--- config.mk ---
export PLATFORM = sky130hd
export DESIGN_NAME = rr_grant_arb8
export DESIGN_NICKNAME = d
export VERILOG_FILES = /design/src/rtl/rr_grant_arb8.sv
export SDC_FILE = /design/constraint.sdc
export NUM_CORES = 1
export LEC_CHECK = 0
export ABC_AREA = 1
export CAP_MARGIN = 10
export CORE_UTILIZATION = 25
export DETAILED_ROUTE_END_ITERATION = 6
export REMOVE_ABC_BUFFERS = 1
export SKIP_CTS_REPAIR_TIMING = 1
export SYNTH_ARGS = -nofsm -noshare
export SYNTH_HDL_FRONTEND = slang
export SYNTH_SLANG_ARGS = --single-unit
--- constraint.sdc ---
create_clock -name clk -period 3.2 [get_ports clk]
set_input_delay 0.8 -clock clk [delete_from_list [all_inputs] [get_ports clk]]
set_output_delay 0.8 -clock clk [all_outputs]
set_load 0.05 [all_outputs]
--- src/rtl/rr_grant_arb8.sv ---
// ============================================================================
//  Module      : rr_grant_arb8
//  Description : 8-way round-robin arbiter with hold-until-release, optional
//                hold-timeout preemption and a lock input that blocks it.
//  Revision    : 1.0 - initial release
// ============================================================================
`default_nettype none

module rr_grant_arb8 #(
    parameter int MAX_HOLD = 4,
    parameter int CNT_W    = 8
) (
    input  logic             clk,
    input  logic             rst,
    input  logic [7:0]       req,
    input  logic             lock,
    output logic [7:0]       grant,
    output logic [2:0]       grant_idx,
    output logic             grant_valid,
    output logic [CNT_W-1:0] hold_cnt
);

    localparam logic [0:0] c_idle  = 1'b0;
    localparam logic [0:0] c_grant = 1'b1;

    localparam logic [CNT_W-1:0] c_one = {{(CNT_W-1){1'b0}}, 1'b1};

    logic [0:0]       r_state;
    logic [2:0]       r_ptr;
    logic [2:0]       r_idx;
    logic [CNT_W-1:0] r_hold;
    logic [7:0]       r_grant;

    logic [0:0]       w_state_nxt;
    logic [2:0]       w_ptr_nxt;
    logic [2:0]       w_idx_nxt;
    logic [CNT_W-1:0] w_hold_nxt;
    logic [7:0]       w_grant_nxt;

    logic [7:0]       w_holder_oh;
    logic [7:0]       w_others;
    logic             w_holder_req;
    logic [2:0]       w_after;
    logic [2:0]       w_idle_win;
    logic [2:0]       w_next_win;
    logic             w_hold_sat;
    logic             w_timeout;

    // First set bit of mask scanning upward from start, wrapping 7 -> 0.
    function automatic logic [2:0] f_pick(input logic [7:0] mask,
                                          input logic [2:0] start);
        logic [2:0] v_idx;
        f_pick = start;
        for (int k = 7; k >= 0; k--) begin
            v_idx = start + 3'(k);
            if (mask[v_idx]) begin
                f_pick = v_idx;
            end
        end
    endfunction

    assign w_holder_oh  = 8'b0000_0001 << r_idx;
    assign w_others     = req & ~w_holder_oh;
    assign w_holder_req = |(req & w_holder_oh);
    assign w_after      = r_idx + 3'd1;
    assign w_idle_win   = f_pick(req, r_ptr);
    assign w_next_win   = f_pick(w_others, w_after);
    assign w_hold_sat   = &r_hold;

    // Timeout stays asserted once reached so a late competitor still preempts.
    generate
        if (MAX_HOLD == 0) begin : g_no_preempt
            assign w_timeout = 1'b0;
        end else if (MAX_HOLD == 1) begin : g_preempt_every
            assign w_timeout = 1'b1;
        end else begin : g_preempt_cnt
            localparam logic [CNT_W-1:0] c_hold_lim = CNT_W'(MAX_HOLD - 1);
            assign w_timeout = (r_hold >= c_hold_lim);
        end
    endgenerate

    always_ff @(posedge clk or posedge rst) begin
        if (rst) begin
            r_state <= c_idle;
        end else begin
            r_state <= w_state_nxt;
        end
    end

    always_ff @(posedge clk or posedge rst) begin
        if (rst) begin
            r_ptr   <= 3'd0;
            r_idx   <= 3'd0;
            r_hold  <= '0;
            r_grant <= 8'h00;
        end else begin
            r_ptr   <= w_ptr_nxt;
            r_idx   <= w_idx_nxt;
            r_hold  <= w_hold_nxt;
            r_grant <= w_grant_nxt;
        end
    end

    always_comb begin
        w_state_nxt = r_state;
        w_ptr_nxt   = r_ptr;
        w_idx_nxt   = r_idx;
        w_hold_nxt  = r_hold;
        case (r_state)
            c_idle: begin
                if (|req) begin
                    w_state_nxt = c_grant;
                    w_idx_nxt   = w_idle_win;
                    w_hold_nxt  = '0;
                end
            end
            c_grant: begin
                if (!w_holder_req) begin
                    w_ptr_nxt = w_after;
                    if (|w_others) begin
                        w_idx_nxt  = w_next_win;
                        w_hold_nxt = '0;
                    end else begin
                        w_state_nxt = c_idle;
                        w_idx_nxt   = 3'd0;
                        w_hold_nxt  = '0;
                    end
                end else if (w_timeout && !lock && (|w_others)) begin
                    w_ptr_nxt  = w_after;
                    w_idx_nxt  = w_next_win;
                    w_hold_nxt = '0;
                end else if (!w_hold_sat) begin
                    w_hold_nxt = r_hold + c_one;
                end
            end
            default: begin
                w_state_nxt = c_idle;
                w_idx_nxt   = 3'd0;
                w_hold_nxt  = '0;
            end
        endcase
    end

    // Decode ahead of the register so grant leaves a flop, never glitches.
    always_comb begin
        w_grant_nxt = 8'h00;
        if (w_state_nxt == c_grant) begin
            w_grant_nxt = 8'b0000_0001 << w_idx_nxt;
        end
    end

    assign grant       = r_grant;
    assign grant_idx   = r_idx;
    assign grant_valid = (r_state == c_grant);
    assign hold_cnt    = r_hold;

endmodule

`default_nettype wire

## After elaboration in Yosys (flattened, before gate mapping)

Cells that the tools add are included.

- Bits in registers: 23
- Bits of input ports: 11
- Output and inout bits: 20
- Word-level logic and storage cells: 121

- Add/sub/neg operators: 16
- Order comparisons: 17
- Equal/unequal tests: 3
- Shift-type cells: 2
- Mux-type cells: 65
- Bitwise gates (word level): 4
- Reductions and logical operators: 9

Operators with widths:

| operator | number |
|---|---|
| $mux W3 | 22 |
| $lt A3 B4 Y1 const B | 16 |
| $bmux W1 S3 | 16 |
| $mux W8 | 5 |
| $add A3 B3 Y3 const B | 8 |
| $reduce_or A8 Y1 | 3 |
| $mux W1 | 19 |
| $and A8 B8 Y8 | 2 |
| $pmux W8 S2 | 1 |
| $shl A1 B3 Y8 const A | 2 |
| $add A3 B2 Y3 const B | 4 |
| $add A3 B1 Y3 const B | 3 |
| $add A8 B1 Y8 const B | 1 |
| $ge A8 B2 Y1 const B | 1 |
| $not A8 Y8 | 1 |
| $reduce_and A8 Y1 | 1 |
| $pmux W3 S2 | 1 |
| $ne A4 B3 Y1 const B | 1 |
| $reduce_and A2 Y1 | 2 |
| $logic_and A1 B1 Y1 | 2 |
| $ne A2 B1 Y1 const B | 1 |
| $ne A2 B2 Y1 const B | 1 |
| $pmux W1 S2 | 1 |
| $logic_not A1 Y1 | 1 |
| $not A1 Y1 | 1 |

## Longest topological paths before layout

Gate-level depths: netlist of run 1.

- Word-level depth: 18
- Mapped depth: 23
- Depth with buffers taken out: 21

## Worst setup path before layout of run 1

No wires, ideal clock.

- Kind: register -> register
- From: register r_idx[0] (netlist: grant_idx[0])
- To: register r_grant[6] (netlist: grant[6])
- Setup time: 0.072 ns
- Arrival: 2.751 ns
- Data required time: 3.128 ns
- Path slack: 0.377 ns
- Stages on the path, launching flop included: 23
- Path buffers: 3
- Clock period less this slack: 2.823 ns
- Cell sequence: dfrtp_1 -> buf_6 -> inv_2 -> buf_6 -> ha_1 -> buf_4 -> nand2_1 -> nand2_1 -> nand3_1 -> nand3_2 -> nand2_1 -> nand2_1 -> nand2_1 -> nand2_1 -> nand2_1 -> nand2_1 -> nand2_1 -> nand2_2 -> a21oi_4 -> nor2_1 -> nor2_2 -> nand2_1 -> nor2_1

- Elaborated cells on any way between the ends: 49
- Those cells by class: add/sub (8); shift (2); mux (33); bitwise (3); reduce/logical (3)

RTL lines:

| what | RTL line | text |
|---|---|---|
| start: declaration | 30 | `logic [2:0] r_idx;` |
| start signal: assignment | 98 | `r_idx <= w_idx_nxt;` |
| $add A3 B1 Y3 * | 65 | `assign w_after = r_idx + 3'd1;` |
| named net w_after[0] | 43 | `logic [2:0] w_after;` |
| $add A3 B3 Y3 | 55 | `v_idx = start + 3'(k);` |
| $bmux W1 S3 | 56 | `if (mask[v_idx]) begin` |
| $mux W1 (not written as such) | 56 |  |
| $mux W3 (7 in series) | 56 |  |
| $mux W3 * | 56 |  |
| $mux W3 (on tied branches) | 120, 128 |  |
| $mux W3 * | 118 | `if (!w_holder_req) begin` |
| $pmux W3 S2 * | 109 | `case (r_state)` |
| $shl A1 B3 Y8 * | 148 | `w_grant_nxt = 8'b0000_0001 << w_idx_nxt;` |
| $mux W8 * | 147 | `if (w_state_nxt == c_grant) begin` |
| named net w_grant_nxt[6] | 38 | `logic [7:0] w_grant_nxt;` |
| end signal: assignment | 100 | `r_grant <= w_grant_nxt;` |
| end: declaration | 32 | `logic [7:0] r_grant;` |

Mark *: on every way through the listed nets, which the timed path passes. The rest lies on a longest branch. The select of a mux whose other input is x is not followed.
A chain may end at the register's enable or synchronous reset.

## Worst setup path in the final report of run 1

- From: register r_idx[0] (netlist: grant_idx[0])
- To: register r_grant[3] (netlist: grant[3])

- Word-level cells in the longest chain between the ends: 18
- Elaborated cells on any way between the ends: 49
- Those cells by class: add/sub (8); shift (2); mux (33); bitwise (3); reduce/logical (3)

Ends and longest elaborated chain:

| what | RTL line | text |
|---|---|---|
| parallel branches: the longest is 14 deep, another holds $add A3 B1 Y3 | - |  |
| $mux W3 * | 118 |  |
| $pmux W3 S2 * | 109 |  |
| named net w_idx_nxt[1] | 36 | `logic [2:0] w_idx_nxt;` |
| $shl A1 B3 Y8 * | 148 |  |
| $mux W8 * | 147 |  |
| named net w_grant_nxt[3] | 38 |  |

Mark *: on every way through the listed nets, which the timed path passes. The select of a mux whose other input is x is not followed.

==> summary.md, run 1 <==
| Metric | Value |
|---|---|
| Status | finished clean |
| Die area | 0.0110 mm² |
| Initial antenna violation count | 0 |
| Largest net degree at the start of global routing | 24 |
| Worst-path clk slew | 0.08 ns |
| Syn Std Cell Area | 0.00264 mm² |
| Core area | 0.0103 mm² |
| Post-Synth XOR/XNOR Area | 4.22% |
| Final period util | 88.8% |
| Flops & latches, synth | 23 |
| Top delay family on crit path | simple AND/OR/NAND/NOR gates |
| Final instance area | 0.00314 mm² |
| Share of flip-flops with an asynchronous set or reset | 100% |
| Antenna diodes | 0 |
| GRT Total Usage | 13.4% |
| Die Y | 105 µm |
| DP Area | 0.00309 mm² |
| Fillers | 1163 |
| Vias in the first global route | 2625 |
| Avg Cell Area, Syn | 6.26 µm² |
| Crit Path Class | reg -> reg |
| Data required, critical path | 3.39 ns |
| Clock period minus worst slack | 2.84 ns |
| # DRC | 0 |
| Final Hold Viols | 0 |
| Post-synthesis compound-gate area fraction | 10.9% |
| Area of the multi-input gates | 0.00177 mm² |
| Worst setup SP type | flop |
| Total gr overflow | 0 |
| Clock Skew | 0.00191 ns |
| Setup violators final | 0 |
| Crit path max fanout | 8 |
| Post-synthesis mux area share | 0% |
| Post-Place Cells | 586 |
| Vias per Instance | 4.69 |
| Clock sink count | 23 |
| Hold/Removal Path Class | reg -> reg |
| Pre-antenna DRT Iters | 5 |
| Worst path cell trace | ha_1 -> ha_1 -> or2_1 -> nand2_1 -> inv_1 -> nand3_2 -> nand2_1 -> nand2_1 -> nand3_1 -> nand3_1 -> nand2_1 -> nand2_1 -> nand2_1 -> nand2_1 -> nand2_1 -> nand2_1 -> a21oi_2 -> nand2_1 -> nor2_1 |
| Worst Hold Launch | hold_cnt[1] |
| Max incr delay on CP | 0.53 ns |
| RSZ-0062 raised after global routing | false |
| Arr. time, crit path | 3.03 ns |
| Main synth FF type | dfrtp_1 |
| Fmax | 0.352 GHz |
| Seq. cell area | 576 µm² |
| Hpwl dp | 5680 µm |
| Worst path most repeated cell | nand2_1 |
| GPL Wtd Cong | 0.870 |
| DR vias | 2767 |
| Gate Count Post-Synth | 422 |
| Worst-Margin Slew | 0.885 ns |
| Seq/Total Area, Yosys | 21.8% |
| Yosys warns | 0 |
| Cell variety after synth | 42 |
| Most frequent cells in the layout | 135 x nand2_1, 72 x nand3_1, 45 x inv_1 |
| Clk_lat worst skew | 0.26 ns |
| Clock tree root buffer cell | clkbuf_8 |
| Final wirelength | 7110 µm |
| Drt wl/cell | 12.1 µm |
| Setup TNS | 0 ns |
| Buffers & Inverters on Critical Path | 1 |
| Hold WS | 0.591 ns |
| Horiz. Die Dim | 105 µm |
| Num CTS Buffers | 3 |
| Final Non-Filler Cells | 590 |
| Reg2reg setup slack | 0.36 ns |
| Buffers on Ports | 30 |
| Max_cap viols | 0 |
| Post-synthesis simple-gate area fraction | 46.6% |
| Crit path max-delay cell type | dfrtp_1 |
| CTS Buffer Depth | 2 |
| CTS tree | built |
| Reg2reg start | grant_idx[0] |
| Max-slew violation count | 0 |
| CP startpoint | grant_idx[0] |
| Std cell rows | 37 |
| DRT iter0 DRCs | 150 |
| Share of cells above drive strength 1 | 13.7% |
| Headroom to the max-slew limit | 40.9% |
| CTS H-tree depth | 1 |
| Initial Util | 25.7% |
| I/O Pins | 31 |
| Most common cell after layout, fill and taps aside | nand2_1 |
| First-pass GRT wire length | 12300 µm |
| Synth-to-layout area growth | 18.8% |
| Setup crit end kind | flop |
| Area share of fa/ha/maj cells after synthesis | 5.21% |
| Main combinational cell family by area after synthesis | simple AND/OR/NAND/NOR gates |
| DRT antenna net count | 0 |
| EDFF count, synth | 0 |
| Fin nets | 477 |
==> cells in the mapped netlist (3+ instances only) <==
cell type / number / area, µm²
a21oi_1: 17 / 85.1
buf_4: 4 / 30.0
buf_6: 3 / 33.8
dfrtp_1: 23 / 576
ha_1: 11 / 138
inv_1: 45 / 169
inv_2: 15 / 56.3
nand2_1: 135 / 507
nand2_2: 8 / 50.1
nand2_4: 3 / 33.8
nand3_1: 72 / 360
nand3_2: 12 / 120
nor2_1: 23 / 86.3
nor3_1: 4 / 20.0
o21ai_0: 8 / 40.0
xnor2_1: 3 / 26.3
xor2_1: 6 / 52.6
==> worst min-delay path, cell delays in order (launching register included) <==
cell and delay, ns:
dfrtp_1 0.41, inv_1 0.08, o21ai_1 0.06
==> kinds of logic (layout without fill, tap and decap cells) <==
logic type / after synthesis / after routing
xor+xnor: 11 / 11
compound gates: 44 / 44
fa+ha+maj: 11 / 11
simple gates: 264 / 264
flops: 23 / 23
buf+inv: 69 / 101
==> cell type report <==
cell class | count | share of cell area [%]
flip-flops and latches | 23 | 18.3
clock inverters | 1 | 0.159
well taps | 136 | 5.42
multi-input cells | 330 | 56.3
repair buffers | 37 | 11.2
inverters | 60 | 7.18
clock buffers | 3 | 1.32
==> worst paths after layout <==
path,cells after the start,endpoint
max,19,grant[3]
min,2,hold_cnt[1]
max reg2reg,19,grant[3]
min reg2reg,2,hold_cnt[1]
max in group asynchronous,2,hold_cnt[1]
min in group asynchronous,2,hold_cnt[0]
==> state kept, by name, indices dropped and copies added (netlist names) <==
name / count
grant: 8
grant_valid: 1
hold_cnt: 8
grant_idx: 3
r_ptr: 3
==> per-stage QoR <==
| stage | util (%) | worst slack (ns) |
|---|---|---|
| after floorplan | - | -0.0758 |
| after global placement | 30.1 | 0.168 |
| after detailed placement | 30.1 | 0.136 |
| after CTS | 30.5 | 0.335 |
| after global routing | 30.5 | 0.0227 |
| final | 30.5 | 0.359 |
==> per-layer routing <==
metal | track usage [%] | wire length [µm]
met5 | 0 | 0
met4 | 1.81 | 41
met3 | 2.12 | 564
met2 | 20.8 | 2970
met1 | 19.8 | 3530
Power of run 1 is not shown: default switching activity piles up to over one toggle a cycle in this logic, so the estimate is an artifact.
==> run 2: changes to the inputs <==
Settings changed: CAP_MARGIN 10 to 20.
==> results of run 2 <==
Same layout as run 1: the final DEF is identical, and so are final timing and power.
Power of run 2 is left out for the same reason.
